### src/rtl/ps2_host_tx.sv
// ps2_host_tx -- host-to-device PS/2 command transmitter.
//
// Sends one byte to the device on the shared ps2clk/ps2data pair:
// request-to-send (clock inhibit, then start bit), data LSB first, odd
// parity and stop bit, each driven after a device falling clock edge.
// The device acknowledge is checked at the end of the frame.
//
// Optional feature: define PS2_TX_TIMEOUT_EN to enable a watchdog that
// aborts a frame TIMEOUT_CYCLES after acceptance if the device stalls.
//
// Ports:
//   clock       system clock (25 MHz)
//   reset       asynchronous active-low reset
//   ps2clk      PS/2 clock pin level (asynchronous)
//   ps2data     PS/2 data pin level (asynchronous)
//   tx_data     byte to send, latched on acceptance
//   tx_valid    send request, accepted when tx_ready=1
//   tx_ready    high only while idle
//   tx_done     one-cycle pulse: frame sent and ACK seen
//   tx_err      one-cycle pulse: NACK or watchdog timeout
//   ps2clk_oe   1 = pull ps2clk low (open collector)
//   ps2data_oe  1 = pull ps2data low (open collector)
module ps2_host_tx #(
  parameter int INHIBIT_CYCLES = 3000,
  parameter int TIMEOUT_CYCLES = 500000
) (
  input  logic       clock,
  input  logic       reset,
  input  logic       ps2clk,
  input  logic       ps2data,
  input  logic [7:0] tx_data,
  input  logic       tx_valid,
  output logic       tx_ready,
  output logic       tx_done,
  output logic       tx_err,
  output logic       ps2clk_oe,
  output logic       ps2data_oe
);

  typedef enum logic [2:0] {IDLE, INHIBIT, REQ, SHIFT, ACK, WAIT_REL} state_t;

  localparam logic [11:0] INH_LAST = 12'(INHIBIT_CYCLES - 1);
  localparam logic [18:0] WD_LAST  = 19'(TIMEOUT_CYCLES - 1);

  state_t      state;
  logic [7:0]  clk_hist;
  logic [1:0]  data_sync;
  logic [9:0]  frame;     // {stop, parity, d7..d0}
  logic [11:0] inh_cnt;
  logic [3:0]  bit_cnt;
  logic        ack_ok;
  logic        fall_edge;
  logic        data_s;

  // History doubles as the clock synchronizer; requiring four stable highs
  // then four stable lows rejects glitches on the slow device clock.
  assign fall_edge = (clk_hist[7:4] == 4'hF) && (clk_hist[3:0] == 4'h0);
  assign data_s    = data_sync[1];

`ifdef PS2_TX_TIMEOUT_EN
  logic [18:0] wdog;
  logic        wd_hit;
  // Only the device-paced states can stall; inhibit/request are self-timed.
  assign wd_hit = (wdog >= WD_LAST) &&
                  (state == SHIFT || state == ACK || state == WAIT_REL);
`else
  // Keeps the timeout parameter referenced when the watchdog is compiled out.
  logic unused_wd_cfg;
  assign unused_wd_cfg = ^WD_LAST;
`endif

  always_ff @(posedge clock or negedge reset) begin
    if (!reset) begin
      clk_hist  <= 8'hFF;
      data_sync <= 2'b11;
    end else begin
      clk_hist  <= {clk_hist[6:0], ps2clk};
      data_sync <= {data_sync[0], ps2data};
    end
  end

  always_ff @(posedge clock or negedge reset) begin
    if (!reset) begin
      state      <= IDLE;
      tx_ready   <= 1'b1;
      tx_done    <= 1'b0;
      tx_err     <= 1'b0;
      ps2clk_oe  <= 1'b0;
      ps2data_oe <= 1'b0;
      frame      <= '0;
      inh_cnt    <= '0;
      bit_cnt    <= '0;
      ack_ok     <= 1'b0;
`ifdef PS2_TX_TIMEOUT_EN
      wdog       <= '0;
`endif
    end else begin
      tx_done <= 1'b0;
      tx_err  <= 1'b0;
`ifdef PS2_TX_TIMEOUT_EN
      if (state != IDLE) wdog <= wdog + 19'd1;
      if (wd_hit) begin
        state      <= IDLE;
        ps2clk_oe  <= 1'b0;
        ps2data_oe <= 1'b0;
        tx_err     <= 1'b1;
      end else
`endif
      begin
        case (state)
          IDLE: begin
            ps2clk_oe  <= 1'b0;
            ps2data_oe <= 1'b0;
            // tx_ready is registered so it reappears one cycle after a
            // done/err pulse rather than alongside it.
            if (tx_ready && tx_valid) begin
              frame     <= {1'b1, ~^tx_data, tx_data};
              inh_cnt   <= '0;
              bit_cnt   <= '0;
              ack_ok    <= 1'b0;
`ifdef PS2_TX_TIMEOUT_EN
              wdog      <= '0;
`endif
              tx_ready  <= 1'b0;
              ps2clk_oe <= 1'b1;
              state     <= INHIBIT;
            end else begin
              tx_ready <= 1'b1;
            end
          end
          INHIBIT: begin
            if (inh_cnt == INH_LAST) begin
              ps2data_oe <= 1'b1;  // start bit
              state      <= REQ;
            end else begin
              inh_cnt <= inh_cnt + 12'd1;
            end
          end
          REQ: begin
            ps2clk_oe <= 1'b0;
            bit_cnt   <= '0;
            state     <= SHIFT;
          end
          SHIFT: begin
            if (fall_edge) begin
              ps2data_oe <= ~frame[bit_cnt];
              bit_cnt    <= bit_cnt + 4'd1;
              if (bit_cnt == 4'd9) state <= ACK;
            end
          end
          ACK: begin
            if (fall_edge) begin
              ack_ok <= ~data_s;
              state  <= WAIT_REL;
            end
          end
          WAIT_REL: begin
            if (data_s && clk_hist == 8'hFF) begin
              tx_done <= ack_ok;
              tx_err  <= ~ack_ok;
              state   <= IDLE;
            end
          end
          default: state <= IDLE;
        endcase
      end
    end
  end

endmodule

### config.mk
export PLATFORM = sky130hd
export DESIGN_NAME = ps2_host_tx
export DESIGN_NICKNAME = d
export VERILOG_FILES = /design/src/rtl/ps2_host_tx.sv
export SDC_FILE = /design/constraint.sdc
export NUM_CORES = 1
export LEC_CHECK = 0
export CORE_ASPECT_RATIO = 2
export CORE_UTILIZATION = 52
export CTS_CLUSTER_DIAMETER = 150
export DETAILED_ROUTE_END_ITERATION = 16
export PLACE_DENSITY = 0.75
export SETUP_SLACK_MARGIN = 0.3
export SLEW_MARGIN = 25
export SYNTH_ARGS = -nofsm -noshare
export SYNTH_HDL_FRONTEND = slang
export SYNTH_SLANG_ARGS = --single-unit
### constraint.sdc
create_clock -name clock -period 1.7 [get_ports clock]
set_input_delay 0.34 -clock clock [delete_from_list [all_inputs] [get_ports clock]]
set_output_delay 0.34 -clock clock [all_outputs]
set_load 0.02 [all_outputs]
==> results of run 1 <==
-- routing by layer --
layer  wire [microns]  GRT usage, %  vias up
li1                 -             -      901
met1             1950          25.5      949
met2             3070          46.9       30
met3               82          3.38       16
met4              196          12.5        0
met5                0             0        -
-- flip-flops by register name, indices dropped and copies added, names as in the netlist --
register	flops
inh_cnt	12
frame	10
clk_hist	8
bit_cnt	4
state	3
data_sync	2
ack_ok	1
ps2clk_oe	1
ps2data_oe	1
tx_done	1
tx_err	1
tx_ready	1
-- layout make-up --
cell class | count | share of cell area (%)
clock buffers | 6 | 2.40
clock inverters | 2 | 1.12
inverters | 4 | 0.497
multi-input cells | 167 | 41.5
flip-flops and latches | 45 | 37.8
well taps | 52 | 2.15
repair buffers | 52 | 14.6
-- metrics by stage --
step	TNS (ps)	total power [mW]	instances
after global placement	-90.5	1.22	307
after CTS	-108	2.01	320
final	-138	2.00	328
after global routing	-460	2.07	328
after floorplan	-1.01	1.16	224
after detailed placement	-206	1.22	307
-- path summary, 6_finish.rpt --
path | slack (ps) | startpoint | to | depth (start not counted)
max reg2reg | -60 | inh_cnt[10] | inh_cnt[2] | 4
max in group asynchronous | 1090 | reset | frame[2] | 2
min in group clock | 360 | data_sync[0] | data_sync[1] | 0
max | -60 | inh_cnt[10] | inh_cnt[2] | 4
min | 30 | reset | inh_cnt[9] | 1
min reg2reg | 360 | data_sync[0] | data_sync[1] | 0
-- cell families (layout without fill, tap and decap cells) --
kind of cell | count (synthesis) | in the layout | share of synthesized area, %
mux | 8 | 8 | 4.90
flops | 45 | 45 | 50.8
fa+ha+maj | 3 | 3 | 1.67
simple gates | 105 | 105 | 25.6
compound gates | 43 | 43 | 11.6
xor+xnor | 8 | 8 | 3.12
buf+inv | 12 | 64 | 2.34
-- synthesized netlist by cell type (3+ instances only) --
library cell,count
a31oi_1,3
ha_1,3
nand2b_1,6
xnor2_1,7
dfrtp_1,34
a21oi_1,12
dfstp_2,11
nand4_1,6
or3_1,7
inv_1,3
and2_1,4
nand3_1,5
clkbuf_1,7
nand2_1,38
mux2_1,3
o21ai_0,11
o21ai_1,4
nor3_1,5
and4_1,3
nor2_1,8
-- layout by cell type (no fill, tap or decap), drive strengths merged, types with 2 or more instances in the layout --
cell	n
nand2	39
buf	37
dfrtp	34
o21ai	15
a21oi	12
dfstp	11
clkdlybuf4s50	11
nor2	9
xnor2	7
or3	7
nand3	7
nand2b	6
nand4	6
clkbuf	6
nor3	5
and2	5
dlygate4sd2	4
inv	4
mux2	4
and4	3
a31oi	3
ha	3
a21boi	2
nor2b	2
or4	2
o22ai	2
nand3b	2
nand4b	2
mux4	2
a22o	2
mux2i	2
nor4	2
nor3b	2
a21o	2
-- where the power goes --
part / switching (mW) / internal [mW] / total [mW]
logic: 0.0510 / 0.0537 / 0.105
clock network: 0.356 / 0.434 / 0.790
registers: 0.0130 / 1.09 / 1.10
-- repair_timing --
item / CTS / global route
buffers inserted: 5 / 8
endpoints found under the hold margin: 0 / 0
pin swaps: 12 / 10
resized for setup: 27 / 26
endpoints found under the setup margin: 36 / 30
==> metrics.txt, run 1 <==
Reg clk slew, reported paths 80 ps; share of layout cells above drive strength 1 36.2%; Synth warnings 0; Initial DRT Pass Iterations 6; fmax 567 MHz; total core area 4130 sq um; synth top area cells dfrtp_1, dfstp_2, nand2_1; initial drt markers 39; worst-path fanout max 4; area delta synth->final 34.6%; Synth Instances 224; buffers added on ports 17; failing checks setup timing; Post-CTS Hold Buffers 0; fin crit share 104%; Setup violations, final 3; first-pass GRT wire length 8490 microns; CTS max path bufs 2; post-synth cell types 53; via count 1,896; post-route cell area 3020 sq um; I/O pin cnt 18; maximum vdd ir drop 0.506 mV; Power Density 662 nW/um^2; hold slack 28.3 ps; CP Capture Type register; area share of the largest cell type after synthesis 37.9%; Residual DRC 0; Slew HR 62.5%; largest net degree at the start of global routing 27; worst slew pin tran 563 ps; final WL 5300 microns; htree depth 2; nets 291; dpl cell area 2650 sq um; Critical Path Max Stage Delay 520 ps; max-slew violation count 0; crit path buf inv count 0; sequential element share of the synthesized area 50.8%; delay-heaviest family, CP simple AND/OR/NAND/NOR gates; Critical Path Start Type register; fin crit period 1760 ps; Avg Inst Size Synth 10.0 sq um; CTS tree built; Initial Utilization 54.4%; Vias/cell 5.78; Leakage 1.30 nW; root buffer cell clkbuf_8; DRT antenna net count 0; initial antenna violation count 0; grt total ovfl 0; syn_nets 240; worst slack at placement -43.1 ps; Most used DFF post-synth dfrtp_1; CP required 1920 ps; routability cong. 0.885; footprint of the multi-input gates 1250 sq um; outcome complete, but fails checks; CTS Sinks 45; CTS buffer count 5; hpwl dp 3670 microns; clk_lat worst skew 300 ps; WP data arrival 1980 ps; max-cap viol count 0; vias in the first global route 1,891; RSZ-0062 raised after global routing yes; Post-Syn Area 2250 sq um; crit path kind reg -> reg; post-route core utilization 73.2%; sequential cell area 1140 sq um; area leader, netlist dfrtp_1; Die Y 94.9 microns; total track usage 24.5%; wire per inst 16.2 microns; Die W 48.5 microns; Hold Crit Class in -> async; worst-path cell chain or4b_1, or4_4, nand3_2, mux2i_1; Synth Register Bits 45; Critical-path top delay cell or4b_1; worst setup margin -62.4 ps; Async SR Flop Fraction 100%; Fillers 309; Hold Vio Cnt, Final 0; Post-synth EDFFs 0; DIE AREA 4600 sq um; ANT cells 0; Rows 33; Clock Skew 6.15 ps
Note: power is estimated with default switching activity, not from simulation.
==> run 2: changes to the inputs <==
--- a/config.mk
+++ b/config.mk
@@ -5,13 +5,14 @@
 export SDC_FILE = /design/constraint.sdc
 export NUM_CORES = 1
 export LEC_CHECK = 0
+export ABC_AREA = 0
 export CORE_ASPECT_RATIO = 2
 export CORE_UTILIZATION = 52
 export CTS_CLUSTER_DIAMETER = 150
 export DETAILED_ROUTE_END_ITERATION = 16
 export PLACE_DENSITY = 0.75
 export SETUP_SLACK_MARGIN = 0.3
-export SLEW_MARGIN = 25
+export SLEW_MARGIN = 10
 export SYNTH_ARGS = -nofsm -noshare
 export SYNTH_HDL_FRONTEND = slang
 export SYNTH_SLANG_ARGS = --single-unit
==> results of run 2 <==
No change in the layout: final DEF, timing and power equal those of run 1.
==> run 3: changes to the inputs <==
--- a/config.mk
+++ b/config.mk
@@ -10,7 +10,7 @@
 export CORE_UTILIZATION = 52
 export CTS_CLUSTER_DIAMETER = 150
 export DETAILED_ROUTE_END_ITERATION = 16
-export PLACE_DENSITY = 0.75
+export PLACE_DENSITY = 0.72
 export SETUP_SLACK_MARGIN = 0.3
 export SLEW_MARGIN = 10
 export SYNTH_ARGS = -nofsm -noshare
==> metrics.txt, run 3 (synthesized netlist as in run 1, its figures left out) <==
outcome complete, but fails checks; failing checks setup timing; CTS Sinks 45; DRT antenna net count 0; Critical-path top delay cell dfrtp_1; grt total ovfl 0; max-slew violation count 0; maximum vdd ir drop 0.800 mV; Die W 48.5 microns; fmax 584 MHz; Power Density 637 nW/um^2; Critical Path Max Stage Delay 420 ps; routing usage on met1 27.5%; Psw 0.426 mW; Setup violations, final 1; Critical Path Start Type register; reg2reg start inh_cnt[1]; Pwr Total 1.90 mW; Slew HR 75.4%; GR Util met2 44.8%; WP data arrival 1900 ps; Crit Reg-Reg Endpoint ps2data_oe; most frequent cells in the layout nand2_1, dfrtp_1, buf_4; hpwl dp 3440 microns; ANT cells 0; total track usage 24.5%; R2R depth 5; Clock Skew 6.78 ps; worst slew pin tran 363 ps; worst-path cell chain ha_4, nand4b_1, o31a_1, a311o_1, a32o_1; largest net degree at the start of global routing 46; Die Y 94.9 microns; Reg2Reg Setup Slack -10 ps; via count 1,879; buffers added on ports 17; fin crit share 101%; post-route insts no fill 329; wire per inst 15.6 microns; commonest non-fill, non-tap cell in the layout nand2_1; beginning of the critical path inh_cnt[1]; CTS tree built; biggest registers after layout inh_cnt (12), frame (10), clk_hist (8); CTS max path bufs 2; area delta synth->final 32.8%; htree depth 2; Fillers 316; Leakage 1.31 nW; I/O pin cnt 18; CTS buffer count 5; CP Capture Type register; total core area 4130 sq um; initial antenna violation count 0; internal power 1.47 mW; Seq pwr share 58.1%; Residual DRC 0; max-cap viol count 0; Reg clk slew, reported paths 80 ps; worst setup margin -11.0 ps; Rows 33; vias in the first global route 1,840; routability cong. 0.876; Reg with most FFs inh_cnt; DIE AREA 4600 sq um; first-pass GRT wire length 8560 microns; fin crit period 1710 ps; Initial DRT Pass Iterations 4; initial drt markers 89; RSZ-0062 raised after global routing yes; Top Usage Layer GRT met2; Critical Path Sink ps2data_oe; CP required 1890 ps; Sw Share 22.4%; Cells after DPL 305; Initial Utilization 54.4%; crit path kind reg -> reg; worst-path fanout max 4; clk_lat worst skew 300 ps; nets 292; root buffer cell clkbuf_8; GRT met3 Usage 4.03%; combinational power share 5.9%; Hold Vio Cnt, Final 0; Vias/cell 5.71; proportion of power drawn by the clock network 36.0%; Largest register FFs 12; final WL 5140 microns; Hold Crit Class in -> async; share of layout cells above drive strength 1 33.2%
## run 3: final cells by class
class	count	area, sq um	share of cell area [%]
sequential	45	1140	38.3
clock inverter	2	8.76	0.294
timing repair buffer	53	467	15.7
tap	52	65.1	2.18
clock buffer	6	82.6	2.77
multi-input combinational	167	1200	40.3
inverter	4	15.0	0.504
## run 3: metrics by stage
step | setup TNS [ps] | setup WS (ps) | cell area, sq um | hold slack [ps] | utilization [%]
2_1_floorplan | -1.01 | -1.01 | 2300 | 44.4 | -
3_3_place_gp | -296 | -73.6 | 2650 | 334 | 64.1
3_5_place_dp | -419 | -98.4 | 2650 | 338 | 64.1
4_1_cts | -2.78 | -2.78 | 2860 | 17.6 | 69.3
5_1_grt | -154 | -60.4 | 2980 | 23.2 | 72.2
6_report | -11.0 | -11.0 | 2980 | 2.71 | 72.2
## run 3: power groups by stage
stage | sequential, mW | clock (mW) | combinational [mW]
floorplan | 1.12 | 0 | 0.0370
global placement | 1.12 | 0 | 0.100
detailed placement | 1.12 | 0 | 0.101
CTS | 1.10 | 0.688 | 0.106
global route | 1.11 | 0.728 | 0.123
finish | 1.10 | 0.684 | 0.111
## run 3: critical path, delay by kind of cell, from the launching register on
| family | cells | cell delay (ps) |
|---|---|---|
| AOI/OAI and AO/OA | 3 | 870 |
| DFF | 1 | 420 |
| adders and majority gates | 1 | 180 |
| and+or+nand+nor | 1 | 150 |
## run 3: metal layers
metal,part of all wire [%],vias to the layer above
met4,2.6,0
met5,0,-
li1,-,900
met1,40,931
met2,56,37
met3,2.2,11
## run 3: worst min path at each step
| stage | from | to | slack (ps) | cells after the start |
|---|---|---|---|---|
| floorplan | reset | ack_ok | 40 | 0 |
| global placement | reset | inh_cnt[0] | 330 | 2 |
| detailed placement | reset | inh_cnt[0] | 340 | 2 |
| CTS | reset | inh_cnt[0] | 20 | 2 |
| global route | reset | inh_cnt[11] | 20 | 2 |
| finish | reset | inh_cnt[0] | 3 | 2 |
## run 3: timing repair
| item | CTS | global route |
|---|---|---|
| buffers inserted | 6 | 10 |
| hold buffers | 0 | 0 |
| pin swaps | 12 | 12 |
| endpoints found under the setup margin | 35 | 31 |
| resized for setup | 29 | 11 |
